<file path="config.mk">
export PLATFORM = sky130hd
export DESIGN_NAME = axi_lsu_master_flat
export DESIGN_NICKNAME = d
export VERILOG_FILES = /design/src/rtl/axi_defines.sv /design/src/rtl/axi_inf.sv /design/src/rtl/axi_lsu_master.sv /design/src/flat_wrapper.sv
export SDC_FILE = /design/constraint.sdc
export NUM_CORES = 1
export LEC_CHECK = 0
export ABC_AREA = 1
export CORE_UTILIZATION = 31
export CTS_CLUSTER_DIAMETER = 200
export DETAILED_ROUTE_END_ITERATION = 10
export GPL_ROUTABILITY_DRIVEN = 0
export GPL_TIMING_DRIVEN = 0
export PLACE_DENSITY = 0.72
export SLEW_MARGIN = 40
export SYNTH_ARGS = -nofsm -noshare
export SYNTH_HDL_FRONTEND = slang
export SYNTH_SLANG_ARGS = --single-unit
</file>
<file path="constraint.sdc">
create_clock -name clk -period 2.42 [get_ports clk]
set_input_delay 0.484 -clock clk [delete_from_list [all_inputs] [get_ports clk]]
set_output_delay 0.484 -clock clk [all_outputs]
set_load 0.02 [all_outputs]
</file>
<file path="src/rtl/axi_defines.sv">
// AXI channel payload types, response codes and LSU bridge state encoding
// shared by axi_inf and axi_lsu_master.
package axi_defines;

   localparam int AXI_ADDR_W = 32;
   localparam int AXI_DATA_W = 32;

   localparam logic [1:0] AXI_RESP_OKAY   = 2'b00;
   localparam logic [1:0] AXI_RESP_SLVERR = 2'b10;
   localparam logic [1:0] AXI_RESP_DECERR = 2'b11;

   typedef struct packed {
      logic                  valid;
      logic [AXI_ADDR_W-1:0] addr;
      logic [2:0]            prot;
   } aw_t;

   typedef struct packed {
      logic                  valid;
      logic [AXI_ADDR_W-1:0] addr;
      logic [2:0]            prot;
   } ar_t;

   typedef struct packed {
      logic                    valid;
      logic [AXI_DATA_W-1:0]   data;
      logic [AXI_DATA_W/8-1:0] strb;
      logic                    last;
   } w_t;

   typedef struct packed {
      logic                  valid;
      logic [AXI_DATA_W-1:0] data;
      logic [1:0]            resp;
      logic                  last;
   } r_t;

   typedef struct packed {
      logic       valid;
      logic [1:0] resp;
   } b_t;

   typedef enum logic [2:0] {
      IDLE,
      WR_REQ,
      WR_RESP,
      RD_REQ,
      RD_RESP,
      DONE
   } lsu_state_e;

endpackage

</file>
<file path="src/rtl/axi_inf.sv">
// Single-clock AXI bundle: channel structs carry their own valid, readies
// travel as separate signals.
interface axi_inf;
   import axi_defines::*;

   aw_t  aw;
   logic awready;
   w_t   w;
   logic wready;
   b_t   b;
   logic bready;
   ar_t  ar;
   logic arready;
   r_t   r;
   logic rready;

   modport master (
      output aw, w, ar, bready, rready,
      input  awready, wready, b, arready, r
   );

   modport slave (
      input  aw, w, ar, bready, rready,
      output awready, wready, b, arready, r
   );

endinterface

</file>
<file path="src/rtl/axi_lsu_master.sv">
// Core load/store port to single-beat AXI master, one transaction in flight.
// Optional misalignment trap: define AXI_LSU_ALIGN_CHECK_EN.
module axi_lsu_master
   import axi_defines::*;
#(
   parameter int ADDR_W = 32,
   parameter int DATA_W = 32
) (
   input  logic                clk,
   input  logic                rst,
   input  logic                req_valid,
   output logic                req_ready,
   input  logic                req_we,
   input  logic [ADDR_W-1:0]   req_addr,
   input  logic [DATA_W-1:0]   req_wdata,
   input  logic [DATA_W/8-1:0] req_be,
   output logic                rsp_valid,
   output logic [DATA_W-1:0]   rsp_rdata,
   output logic                rsp_err,
   axi_inf.master              m_axi
);

   lsu_state_e state, state_n;

   logic aw_valid, w_valid, ar_valid, bready, rready, aw_done, w_done;
   logic aw_valid_n, w_valid_n, ar_valid_n, bready_n, rready_n, aw_done_n, w_done_n;
   logic req_ready_n, rsp_valid_n, rsp_err_n;
   logic [DATA_W-1:0] rsp_rdata_n;
   logic accept, misaligned;

   logic [ADDR_W-1:0]   addr_q;
   logic [DATA_W-1:0]   wdata_q;
   logic [DATA_W/8-1:0] be_q;
   logic [ADDR_W-1:0]   axi_addr;

`ifdef AXI_LSU_ALIGN_CHECK_EN
   assign misaligned = (req_addr[1:0] != 2'b00);
`else
   assign misaligned = 1'b0;
`endif

   always_comb begin
      state_n     = state;
      aw_valid_n  = aw_valid;
      w_valid_n   = w_valid;
      ar_valid_n  = ar_valid;
      bready_n    = bready;
      rready_n    = rready;
      aw_done_n   = aw_done;
      w_done_n    = w_done;
      rsp_valid_n = 1'b0;
      rsp_rdata_n = rsp_rdata;
      rsp_err_n   = rsp_err;
      accept      = 1'b0;

      case (state)
         IDLE: begin
            if (req_ready && req_valid) begin
               accept = 1'b1;
               if (misaligned) begin
                  state_n     = DONE;
                  rsp_valid_n = 1'b1;
                  rsp_err_n   = 1'b1;
                  rsp_rdata_n = '0;
               end else if (req_we) begin
                  state_n    = WR_REQ;
                  aw_valid_n = 1'b1;
                  w_valid_n  = 1'b1;
                  aw_done_n  = 1'b0;
                  w_done_n   = 1'b0;
               end else begin
                  state_n    = RD_REQ;
                  ar_valid_n = 1'b1;
               end
            end
         end
         WR_REQ: begin
            // AW and W complete independently; either may finish first.
            if (aw_valid && m_axi.awready) begin
               aw_valid_n = 1'b0;
               aw_done_n  = 1'b1;
            end
            if (w_valid && m_axi.wready) begin
               w_valid_n = 1'b0;
               w_done_n  = 1'b1;
            end
            if (aw_done_n && w_done_n) begin
               state_n  = WR_RESP;
               bready_n = 1'b1;
            end
         end
         WR_RESP: begin
            if (m_axi.b.valid) begin
               bready_n    = 1'b0;
               rsp_err_n   = (m_axi.b.resp != AXI_RESP_OKAY);
               rsp_rdata_n = '0;
               rsp_valid_n = 1'b1;
               state_n     = DONE;
            end
         end
         RD_REQ: begin
            if (m_axi.arready) begin
               ar_valid_n = 1'b0;
               rready_n   = 1'b1;
               state_n    = RD_RESP;
            end
         end
         RD_RESP: begin
            if (m_axi.r.valid) begin
               rready_n    = 1'b0;
               rsp_rdata_n = m_axi.r.data;
               rsp_err_n   = (m_axi.r.resp != AXI_RESP_OKAY);
               rsp_valid_n = 1'b1;
               state_n     = DONE;
            end
         end
         DONE:    state_n = IDLE;
         default: state_n = IDLE;
      endcase

      req_ready_n = (state_n == IDLE);
   end

   always_ff @(posedge clk) begin
      if (rst) begin
         state     <= IDLE;
         aw_valid  <= 1'b0;
         w_valid   <= 1'b0;
         ar_valid  <= 1'b0;
         bready    <= 1'b0;
         rready    <= 1'b0;
         aw_done   <= 1'b0;
         w_done    <= 1'b0;
         req_ready <= 1'b0;
         rsp_valid <= 1'b0;
         rsp_rdata <= '0;
         rsp_err   <= 1'b0;
      end else begin
         state     <= state_n;
         aw_valid  <= aw_valid_n;
         w_valid   <= w_valid_n;
         ar_valid  <= ar_valid_n;
         bready    <= bready_n;
         rready    <= rready_n;
         aw_done   <= aw_done_n;
         w_done    <= w_done_n;
         req_ready <= req_ready_n;
         rsp_valid <= rsp_valid_n;
         rsp_rdata <= rsp_rdata_n;
         rsp_err   <= rsp_err_n;
      end
   end

   // Request payload is only meaningful while a valid is up, so it is not reset.
   always_ff @(posedge clk) begin
      if (accept) begin
         addr_q  <= req_addr;
         wdata_q <= req_wdata;
         be_q    <= req_be;
      end
   end

   assign axi_addr = addr_q & ~ADDR_W'(3);

   assign m_axi.aw = '{valid: aw_valid, addr: axi_addr, prot: 3'b000};
   assign m_axi.ar = '{valid: ar_valid, addr: axi_addr, prot: 3'b000};
   assign m_axi.w  = '{valid: w_valid, data: wdata_q, strb: be_q, last: 1'b1};
   assign m_axi.bready = bready;
   assign m_axi.rready = rready;

endmodule
</file>
<file path="src/flat_wrapper.sv">
// flat-port wrapper written by rule: the top's interface ports become plain ports
module axi_lsu_master_flat import axi_defines::*;
#(
   parameter int ADDR_W = 32,
   parameter int DATA_W = 32
)
  (clk, rst, req_valid, req_ready, req_we, req_addr, req_wdata, req_be, rsp_valid, rsp_rdata, rsp_err, m_axi_aw, m_axi_w, m_axi_ar, m_axi_bready, m_axi_rready, m_axi_awready, m_axi_wready, m_axi_b, m_axi_arready, m_axi_r);
  axi_inf m_axi_i ();
  input  logic clk;
  input  logic rst;
  input  logic req_valid;
  output logic req_ready;
  input  logic req_we;
  input  logic [ADDR_W-1:0] req_addr;
  input  logic [DATA_W-1:0] req_wdata;
  input  logic [DATA_W/8-1:0] req_be;
  output logic rsp_valid;
  output logic [DATA_W-1:0] rsp_rdata;
  output logic rsp_err;
  output wire logic [$bits(m_axi_i.aw)-1:0] m_axi_aw;
  output wire logic [$bits(m_axi_i.w)-1:0] m_axi_w;
  output wire logic [$bits(m_axi_i.ar)-1:0] m_axi_ar;
  output wire logic [$bits(m_axi_i.bready)-1:0] m_axi_bready;
  output wire logic [$bits(m_axi_i.rready)-1:0] m_axi_rready;
  input wire logic [$bits(m_axi_i.awready)-1:0] m_axi_awready;
  input wire logic [$bits(m_axi_i.wready)-1:0] m_axi_wready;
  input wire logic [$bits(m_axi_i.b)-1:0] m_axi_b;
  input wire logic [$bits(m_axi_i.arready)-1:0] m_axi_arready;
  input wire logic [$bits(m_axi_i.r)-1:0] m_axi_r;
  assign m_axi_aw = m_axi_i.aw;
  assign m_axi_w = m_axi_i.w;
  assign m_axi_ar = m_axi_i.ar;
  assign m_axi_bready = m_axi_i.bready;
  assign m_axi_rready = m_axi_i.rready;
  assign m_axi_i.awready = m_axi_awready;
  assign m_axi_i.wready = m_axi_wready;
  assign m_axi_i.b = m_axi_b;
  assign m_axi_i.arready = m_axi_arready;
  assign m_axi_i.r = m_axi_r;
  axi_lsu_master #(.ADDR_W(ADDR_W), .DATA_W(DATA_W)) u_core (.clk(clk), .rst(rst), .req_valid(req_valid), .req_ready(req_ready), .req_we(req_we), .req_addr(req_addr), .req_wdata(req_wdata), .req_be(req_be), .rsp_valid(rsp_valid), .rsp_rdata(rsp_rdata), .rsp_err(rsp_err), .m_axi(m_axi_i));
endmodule
</file>
# --- Word level (Yosys, flattened, before mapping) ---
# Index checks and enable logic that the tools add are counted.
word_totals:
  word_cells: 90
  register_bits: 113
  out_inout_bits: 147
  in_bits: 114
classes:
  eq_ne: 13
  mux: 42
  reduce_logical: 20
ops:
  columns: ["op", "count"]
  rows:
  - ["32-bit 2-to-1 mux", 2]
  - ["32-bit case mux with 2 select lines", 1]
  - ["1-bit 2-to-1 mux", 23]
  - ["1-bit case mux with 2 select lines", 9]
  - ["3-bit 2-to-1 mux", 5]
  - ["3-bit case mux with 5 select lines", 1]
  - ["2-bit nonzero test", 7]
  - ["3-bit AND reduction", 4]
  - ["4-bit AND reduction", 3]
  - ["2-bit inequality test, second input constant", 5]
  - ["2-bit by 1-bit inequality test with 1-bit output, second input constant", 4]
  - ["3-bit by 2-bit == test with 1-bit output, second input constant", 2]
  - ["3-bit zero test", 2]
  - ["1-bit logical AND", 4]
  - ["3-bit by 1-bit == test with 1-bit output, second input constant", 1]
  - ["3-bit == test, second input constant", 1]
  - ["2-bit 2-to-1 mux", 1]

# --- Depth between registers and ports, before layout ---
# Gate-level depths: netlist of run 1.
logic_depth:
  word_depth: 7
  ltp_mapped: 7
  ltp_nobuf: 7

# --- Least setup slack after synthesis of run 1 ---
# Ideal clock, no wire load.
synth_timing:
  kind: "input to register"
  from: "input port req_valid"
  to: "register u_core.aw_done"
  required_ns: 2.303
  slack_ns: -0.100
  arrival_ns: 2.403
  setup_ns: 0.117
  path_buffers: 0
  path_stages: 7
  cell_sequence: "nand2_1 > inv_1 > nand3_1 > inv_1 > nand2_1 > nand2_1 > a21oi_1"
synth_between:
  elab_chain_cells: 3
synth_lines:
  columns: ["item", "line_no", "source"]
  rows:
  - ["start, declared", "flat_wrapper.sv:11", "input logic req_valid;"]
  - ["1-bit logical AND", "axi_lsu_master.sv:58", "if (req_ready && req_valid) begin"]
  - ["2-bit by 1-bit inequality test with 1-bit output (no source line)", null, null]
  - ["3-bit AND reduction (no source line)", null, null]
  - ["end signal, assigned", "axi_lsu_master.sv:145", "aw_done <= aw_done_n;"]
  - ["end, declared", "axi_lsu_master.sv:25", "logic aw_valid, w_valid, ar_valid, bready, rready, aw_done, w_done;"]
# No other way between the ends.
# A chain may end at the register's enable or synchronous reset.

# --- Worst setup path in the final report of run 1 ---
layout_timing:
  from: "input port req_valid"
  to: "register u_core.wdata_q[13] (enable)"
layout_between:
  elab_chain_cells: 3
layout_lines:
  columns: ["item", "line_no", "source"]
  rows:
  - ["1-bit logical AND", "axi_lsu_master.sv:58", null]
  - ["1-bit 2-to-1 mux", "axi_lsu_master.sv:58", null]
  - ["1-bit 2-to-1 mux", "axi_lsu_master.sv:56", "case (state)"]
  - ["net u_core.accept", "axi_lsu_master.sv:29", "logic accept, misaligned;"]
  - ["end signal, assigned", "axi_lsu_master.sv:158", "wdata_q <= req_wdata;"]
  - ["end, declared", "axi_lsu_master.sv:32", "logic [DATA_W-1:0] wdata_q;"]
# The timed path passes the listed nets, and every way through them passes these cells.

==> results.sh, run 1 <==
export IMPL_synth_top_cells_by_area="edfxtp_1 (48%), dfxtp_1 (22%), buf_4 (8.2%), nand2_1 (4.9%), nand3_1 (4.8%)"
export IMPL_post_route_util=0.5614
export IMPL_synth_ff_type="edfxtp_1"
export IMPL_yosys_warnings=0
export IMPL_maximum_count_of_clock_buffers_along_a_single_path=2
export IMPL_yosysSeqAreaShare=0.6959
export IMPL_relSlewSlack=0.6538
export IMPL_final_layout_size_suffix_gt1_frac=0.1290
export IMPL_r2r_worst_path_cells=5
export IMPL_cts_repair_resize_count=0
export IMPL_areaGrowthSynthToFinish_pct=73.78
export IMPL_worst_pin_slew_ns=0.5183
export IMPL_htree_num_levels=3
export IMPL_grt_pass1_vias=3300
export IMPL_inserted_diodes=0
export IMPL_finalWorstSetupSlack_ns=0.3289
export IMPL_p_switching_mw=1.223
export IMPL_horizontal_die_dimension_um=117.6
export IMPL_setup_reg_to_reg_worst_slack_ns=0.38
export IMPL_worstPathRequired_ns=2.51
export IMPL_final_hold_worst_slack_ns=0.4485
export IMPL_total_global_routing_track_utilization=0.1691
export IMPL_synth_top_cell_by_area="edfxtp_1"
export IMPL_cts_sinks=111
export IMPL_final_period_minus_worst_setup_slack_ns=2.091
export IMPL_timing_clock_skew_ns=0.009569
export IMPL_power_per_cell_area_mw_per_mm2=642.8
export IMPL_cp_slowest_stage_delay_ns=0.47
export IMPL_achievable_frequency_mhz=478.2
export IMPL_grt_remaining_overflow=0
export IMPL_dp_hpwl_um=9457
export IMPL_placeableCoreArea_mm2=0.01282
export IMPL_cts_post_setup_buffers_inserted=0
export IMPL_worst_setup_path_end_kind="register"
export IMPL_proportion_of_netlist_area_held_by_the_largest_area_contributor=0.4784
export IMPL_critPathSlowestCell="clkinvlp_4"
export IMPL_async_reset_ff_frac=0
export IMPL_ys_top_cells_by_count="edfxtp_1 (66), nand2_1 (54), buf_4 (45), dfxtp_1 (45), nand3_1 (40)"
export IMPL_worstReg2RegEnd="u_core.wdata_q[13]"
export IMPL_timing_critical_path_mode_cell="buf_16"
export IMPL_routed_wl_um=11640
export IMPL_synthesis_area_per_instance_um2=11.94
export IMPL_swShare=0.2642
export IMPL_clock_tree_from_tritoncts="built"
export IMPL_design_portCount=261
export IMPL_power_report_internal_total_mw=3.405
export IMPL_synth_edf_count=66
export IMPL_r2r_start="u_core.state[2]"
export IMPL_grt_setup_unrepaired="no"
export IMPL_grt_first_pass_wirelength_um=17950
export IMPL_vdd_ir_max_mv=0.2792
export IMPL_pwr_share_clk=0.307
export IMPL_power_share_sequential=0.477
export IMPL_drtPass1Iterations=4
export IMPL_power_frac_comb=0.216
export IMPL_crit_path_max_fanout=25
export IMPL_netlist_cell_type_count=20
export IMPL_path_clk_slew_ns=0.07
export IMPL_preCtsSetupSlack_ns=-0.01657
export IMPL_place_port_buffers=246
export IMPL_total_leakage_power_nw=2.669
export IMPL_final_hold_viol_count=0
export IMPL_max_cap_viol_count=0
export IMPL_synthesis_area_mm2=0.004143
export IMPL_ff_latch_count_synth=111
export IMPL_route_detailed_wl_per_inst_um=14.70
export IMPL_nets_final=729
export IMPL_cp_startpoint="req_valid"
export IMPL_grt_max_degree=26
export IMPL_floorplan_rows=41
export IMPL_outcome="finished clean"
export IMPL_startpoint_type="input port"
export IMPL_timing_final_max_slew_violations=0
export IMPL_die_area_mm2=0.01383
export IMPL_synthMostInstantiatedCell="edfxtp_1"
export IMPL_cts_inserted_buffers=9
export IMPL_fin_area_mm2=0.007199
export IMPL_cts_root_buffer_cell="clkbuf_16"
export IMPL_drt_iter0_drc=170
export IMPL_setup_viol=0
export IMPL_cts_hold_buffers=0
export IMPL_timing_critical_path_arrival_ns=2.18
export IMPL_min_period_over_period=0.8641
export IMPL_dr_total_vias=3406
export IMPL_placed_area_mm2=0.006913
export IMPL_clk_latency_ns=0.34
export IMPL_dieHeight_um=117.6
export IMPL_detail_route_vias_per_cell=4.301
export IMPL_worstHoldPathType="register to register"
export IMPL_ant_nets=0
export IMPL_syn_inst=347
export IMPL_worstSetupEndpoint="u_core.wdata_q[13]"
export IMPL_initial_utilization=0.3230
export IMPL_path_class="input port to register"
export IMPL_crit_path_cell_trace="clkdlybuf4s50_1 > nand2_1 > inv_1 > nand3_1 > clkinvlp_4 > buf_16 > buf_16"
export IMPL_grt_antenna_before_repair=1
export IMPL_post_route_drc_count=0
## per-layer routing
metal	GRT usage	wire (µm)
met1	0.1706	4031
met2	0.3257	6551
met3	0.05717	914
met4	0.04567	134
met5	0	9
## power by group through the flow
stage / registers, mW / logic [mW] / clock network, mW
after detailed placement: 2.25 / 1.01 / 0
after global routing: 2.22 / 1.06 / 1.56
after floorplan: 2.38 / 0.315 / 0
after global placement: 2.25 / 0.956 / 0
after CTS: 2.21 / 1.01 / 1.47
final: 2.21 / 1.00 / 1.42
## cell type report
type | instances | area [µm²]
Buffer | 57 | 432.9
Clock buffer | 9 | 225.2
Clock inverter | 7 | 61.31
Fill cell | 1074 | 5625
Inverter | 18 | 71.32
Multi-Input combinational cell | 170 | 793.3
Sequential cell | 111 | 2883
Tap cell | 172 | 215.2
Timing Repair Buffer | 248 | 2517
## placed cells by master, fill, tap and decap left out, drive strengths merged
cell | Yosys | layout
conb | 2 | 11
buf | 57 | 59
inv | 18 | 21
clkdlybuf4s50 | 0 | 246
nand3 | 42 | 42
nand2 | 56 | 56
a21oi | 8 | 8
nor2 | 11 | 11
edfxtp | 66 | 66
nand3b | 1 | 1
clkinv | 0 | 3
dfxtp | 45 | 45
o21ai | 37 | 37
clkbuf | 0 | 9
clkinvlp | 0 | 1
nand4 | 4 | 4
## flip-flops by register name, summed over array words and instances (netlist names), 3 cells and up
name              count
u_core.be_q           4
u_core.state          3
u_core.wdata_q       32
u_core.addr_q        30
u_core.rsp_rdata     32
## metrics by stage
| stage | power (mW) | cells | setup TNS, ns |
|---|---|---|---|
| finish | 4.628 | 792 | 0 |
| CTS | 4.685 | 792 | 0 |
| detailed placement | 3.257 | 776 | -0.3812 |
| global placement | 3.207 | 774 | -34.14 |
| floorplan | 2.699 | 356 | 0 |
| global route | 4.838 | 792 | 0 |
## cells by family (layout without fill, tap and decap cells)
kind of cell / after synthesis / count (layout) / share of synthesized area
AOI/OAI and AO/OA: 45 / 45 / 0.05437
buffers and inverters: 75 / 339 / 0.1208
DFF: 111 / 111 / 0.6959
other: 2 / 11 / 0.001813
and+or+nand+nor: 114 / 114 / 0.1272
## worst max-delay path, delay by kind of cell
family | cells | cell delay, ns
and+or+nand+nor | 2 | 0.21
buffers and inverters | 5 | 1.46
## worst min-delay path by stage
stage / startpoint / endpoint / slack (ns) / cells after the start
global route: u_core.aw_done / u_core.aw_done / 0.49 / 2
global placement: u_core.m_axi.bready / u_core.m_axi.bready / 0.44 / 2
finish: u_core.m_axi.bready / u_core.m_axi.bready / 0.45 / 2
floorplan: u_core.ar_valid / u_core.ar_valid / 0.43 / 2
CTS: u_core.m_axi.bready / u_core.m_axi.bready / 0.45 / 2
detailed placement: u_core.m_axi.bready / u_core.m_axi.bready / 0.44 / 2
Note: power is estimated with default switching activity, not from simulation.
==> run 2: changes to the inputs <==
--- a/config.mk
+++ b/config.mk
@@ -11,6 +11,7 @@
 export DETAILED_ROUTE_END_ITERATION = 10
 export GPL_ROUTABILITY_DRIVEN = 0
 export GPL_TIMING_DRIVEN = 0
+export MAX_ROUTING_LAYER = met4
 export PLACE_DENSITY = 0.72
 export SLEW_MARGIN = 40
 export SYNTH_ARGS = -nofsm -noshare
==> run 2 against run 1 <==
Net effect: die area unchanged; cell area about the same; fmax increased by 0.14%; power hardly changed; critical endpoint unchanged; global-route usage is 0.49 points higher; clock power about the same; largest cell class unchanged; non-clock buffer count stayed put; sequential share of layout area hardly changed; combinational power barely moved; worst hold slack hardly changed; count of clock-buffer cells in the layout stayed put.
==> results.sh, run 2 (synthesized netlist as in run 1, its figures left out) <==
export IMPL_outcome="finished clean"
export IMPL_cts_root_buffer_cell="clkbuf_16"
export IMPL_largestRegisters="u_core.rsp_rdata x32, u_core.wdata_q x32, u_core.addr_q x30"
export IMPL_final_layout_size_suffix_gt1_frac=0.1290
export IMPL_setup_viol=0
export IMPL_grt_util_met3=0.04506
export IMPL_cts_post_setup_buffers_inserted=0
export IMPL_swShare=0.2644
export IMPL_cp_buffers_inverters=5
export IMPL_vdd_ir_max_mv=0.2794
export IMPL_worst_setup_path_end_kind="register"
export IMPL_dieHeight_um=117.6
export IMPL_path_clk_slew_ns=0.07
export IMPL_floorplan_rows=41
export IMPL_total_global_routing_track_utilization=0.1740
export IMPL_total_leakage_power_nw=2.669
export IMPL_worstHoldPathType="register to register"
export IMPL_achievable_frequency_mhz=478.9
export IMPL_finalWorstSetupSlack_ns=0.3319
export IMPL_timing_clock_skew_ns=0.008026
export IMPL_clk_latency_ns=0.34
export IMPL_crit_path_max_fanout=25
export IMPL_routed_wl_um=11650
export IMPL_post_route_drc_count=0
export IMPL_grt_antenna_before_repair=1
export IMPL_path_class="input port to register"
export IMPL_drtPass1Iterations=4
export IMPL_grt_max_degree=26
export IMPL_num_fill_cells=1073
export IMPL_p_switching_mw=1.224
export IMPL_detail_route_vias_per_cell=4.318
export IMPL_grt_remaining_overflow=0
export IMPL_relSlewSlack=0.6535
export IMPL_critPathSlowestCell="clkinvlp_4"
export IMPL_initial_utilization=0.3230
export IMPL_multi_input_area_um2=793.3
export IMPL_worst_pin_slew_ns=0.5187
export IMPL_max_cap_viol_count=0
export IMPL_nets_final=729
export IMPL_grt_busiest_layer="met2"
export IMPL_drt_iter0_drc=181
export IMPL_grt_setup_unrepaired="no"
export IMPL_cts_sinks=111
export IMPL_maximum_count_of_clock_buffers_along_a_single_path=2
export IMPL_areaGrowthSynthToFinish_pct=73.84
export IMPL_dp_hpwl_um=9457
export IMPL_placed_area_mm2=0.006913
export IMPL_route_detailed_wl_per_inst_um=14.69
export IMPL_placeableCoreArea_mm2=0.01282
export IMPL_design_portCount=261
export IMPL_horizontal_die_dimension_um=117.6
export IMPL_cp_slowest_stage_delay_ns=0.46
export IMPL_min_period_over_period=0.8629
export IMPL_setup_tns_final_ns=0
export IMPL_worstPathRequired_ns=2.51
export IMPL_preCtsSetupSlack_ns=-0.01657
export IMPL_timing_final_max_slew_violations=0
export IMPL_power_frac_comb=0.216
export IMPL_final_hold_viol_count=0
export IMPL_fin_area_mm2=0.007202
export IMPL_post_route_util=0.5616
export IMPL_dr_total_vias=3424
export IMPL_use_met2=0.3261
export IMPL_die_area_mm2=0.01383
export IMPL_grt_util_met1=0.1722
export IMPL_power_report_internal_total_mw=3.405
export IMPL_cts_hold_buffers=0
export IMPL_crit_path_cell_trace="clkdlybuf4s50_1 > nand2_1 > inv_1 > nand3_1 > clkinvlp_4 > buf_16 > buf_16"
export IMPL_mostFrequentLayoutCell="clkdlybuf4s50_1"
export IMPL_htree_num_levels=3
export IMPL_ant_nets=0
export IMPL_seqCellArea_mm2=0.002883
export IMPL_grt_pass1_vias=3310
export IMPL_clock_tree_from_tritoncts="built"
export IMPL_pwr_share_clk=0.307
export IMPL_startpoint_type="input port"
export IMPL_place_port_buffers=246
export IMPL_grt_first_pass_wirelength_um=17910
export IMPL_critical_path_top_delay_family="buffers and inverters"
export IMPL_power_share_sequential=0.477
export IMPL_mostFrequentLayoutCells="clkdlybuf4s50_1 (246), edfxtp_1 (66), nand2_1 (54), buf_4 (45), dfxtp_1 (45)"
export IMPL_timing_critical_path_mode_cell="buf_16"
export IMPL_final_period_minus_worst_setup_slack_ns=2.088
export IMPL_cts_repair_resize_count=0
export IMPL_cts_inserted_buffers=9
export IMPL_timing_critical_path_arrival_ns=2.18
export IMPL_power_per_cell_area_mw_per_mm2=642.7
run 2: changes by cell type in the layout (fill, tap and decap cells not counted):
cell     delta
diode_2     +1
run 2: worst paths after layout:
kind | start | slack [ns] | endpoint | depth (start not counted)
worst min-delay path | u_core.m_axi.bready | 0.45 | u_core.m_axi.bready | 2
worst max-delay path | req_valid | 0.33 | u_core.wdata_q[13] | 7
worst max register to register | u_core.state[2] | 0.39 | u_core.wdata_q[13] | 5
worst min register to register | u_core.m_axi.bready | 0.45 | u_core.m_axi.bready | 2
run 2: routing by layer:
layer | wire [µm] | part of all wire | vias up
met4 | 199 | 0.017 | 0
met5 | 0 | 0 | -
met1 | 4132 | 0.35 | 1555
met3 | 850 | 0.073 | 14
met2 | 6467 | 0.56 | 178
li1 | - | - | 1677
run 2: metrics by stage:
step / instances / power, mW / hold WS [ns]
after floorplan: 356 / 2.699 / 0.4263
final: 793 / 4.629 / 0.4483
after global placement: 774 / 3.207 / 0.4416
after global routing: 793 / 4.834 / 0.4879
after CTS: 792 / 4.685 / 0.4517
after detailed placement: 776 / 3.257 / 0.4403
run 2: cell type report:
type / count / area share
antenna: 1 / 0.0003475
buffer: 57 / 0.06011
clock buffer: 9 / 0.03127
clock inverter: 7 / 0.008513
inverter: 18 / 0.009903
multi-input combinational: 170 / 0.1101
sequential: 111 / 0.4003
tap: 172 / 0.02988
timing repair buffer: 248 / 0.3495
run 2: power groups by stage:
stage	clock network (mW)	registers [mW]	logic, mW
6_report	1.42	2.21	1.00
5_1_grt	1.56	2.22	1.06
4_1_cts	1.47	2.21	1.01
3_5_place_dp	0	2.25	1.01
3_3_place_gp	0	2.25	0.956
2_1_floorplan	0	2.38	0.315
run 2: worst reg2reg max path: cells and delay by family, from the launching register on:
family | cells | cell delay [ns]
buf+inv | 4 | 1.17
flops | 1 | 0.42
simple gates | 1 | 0.18
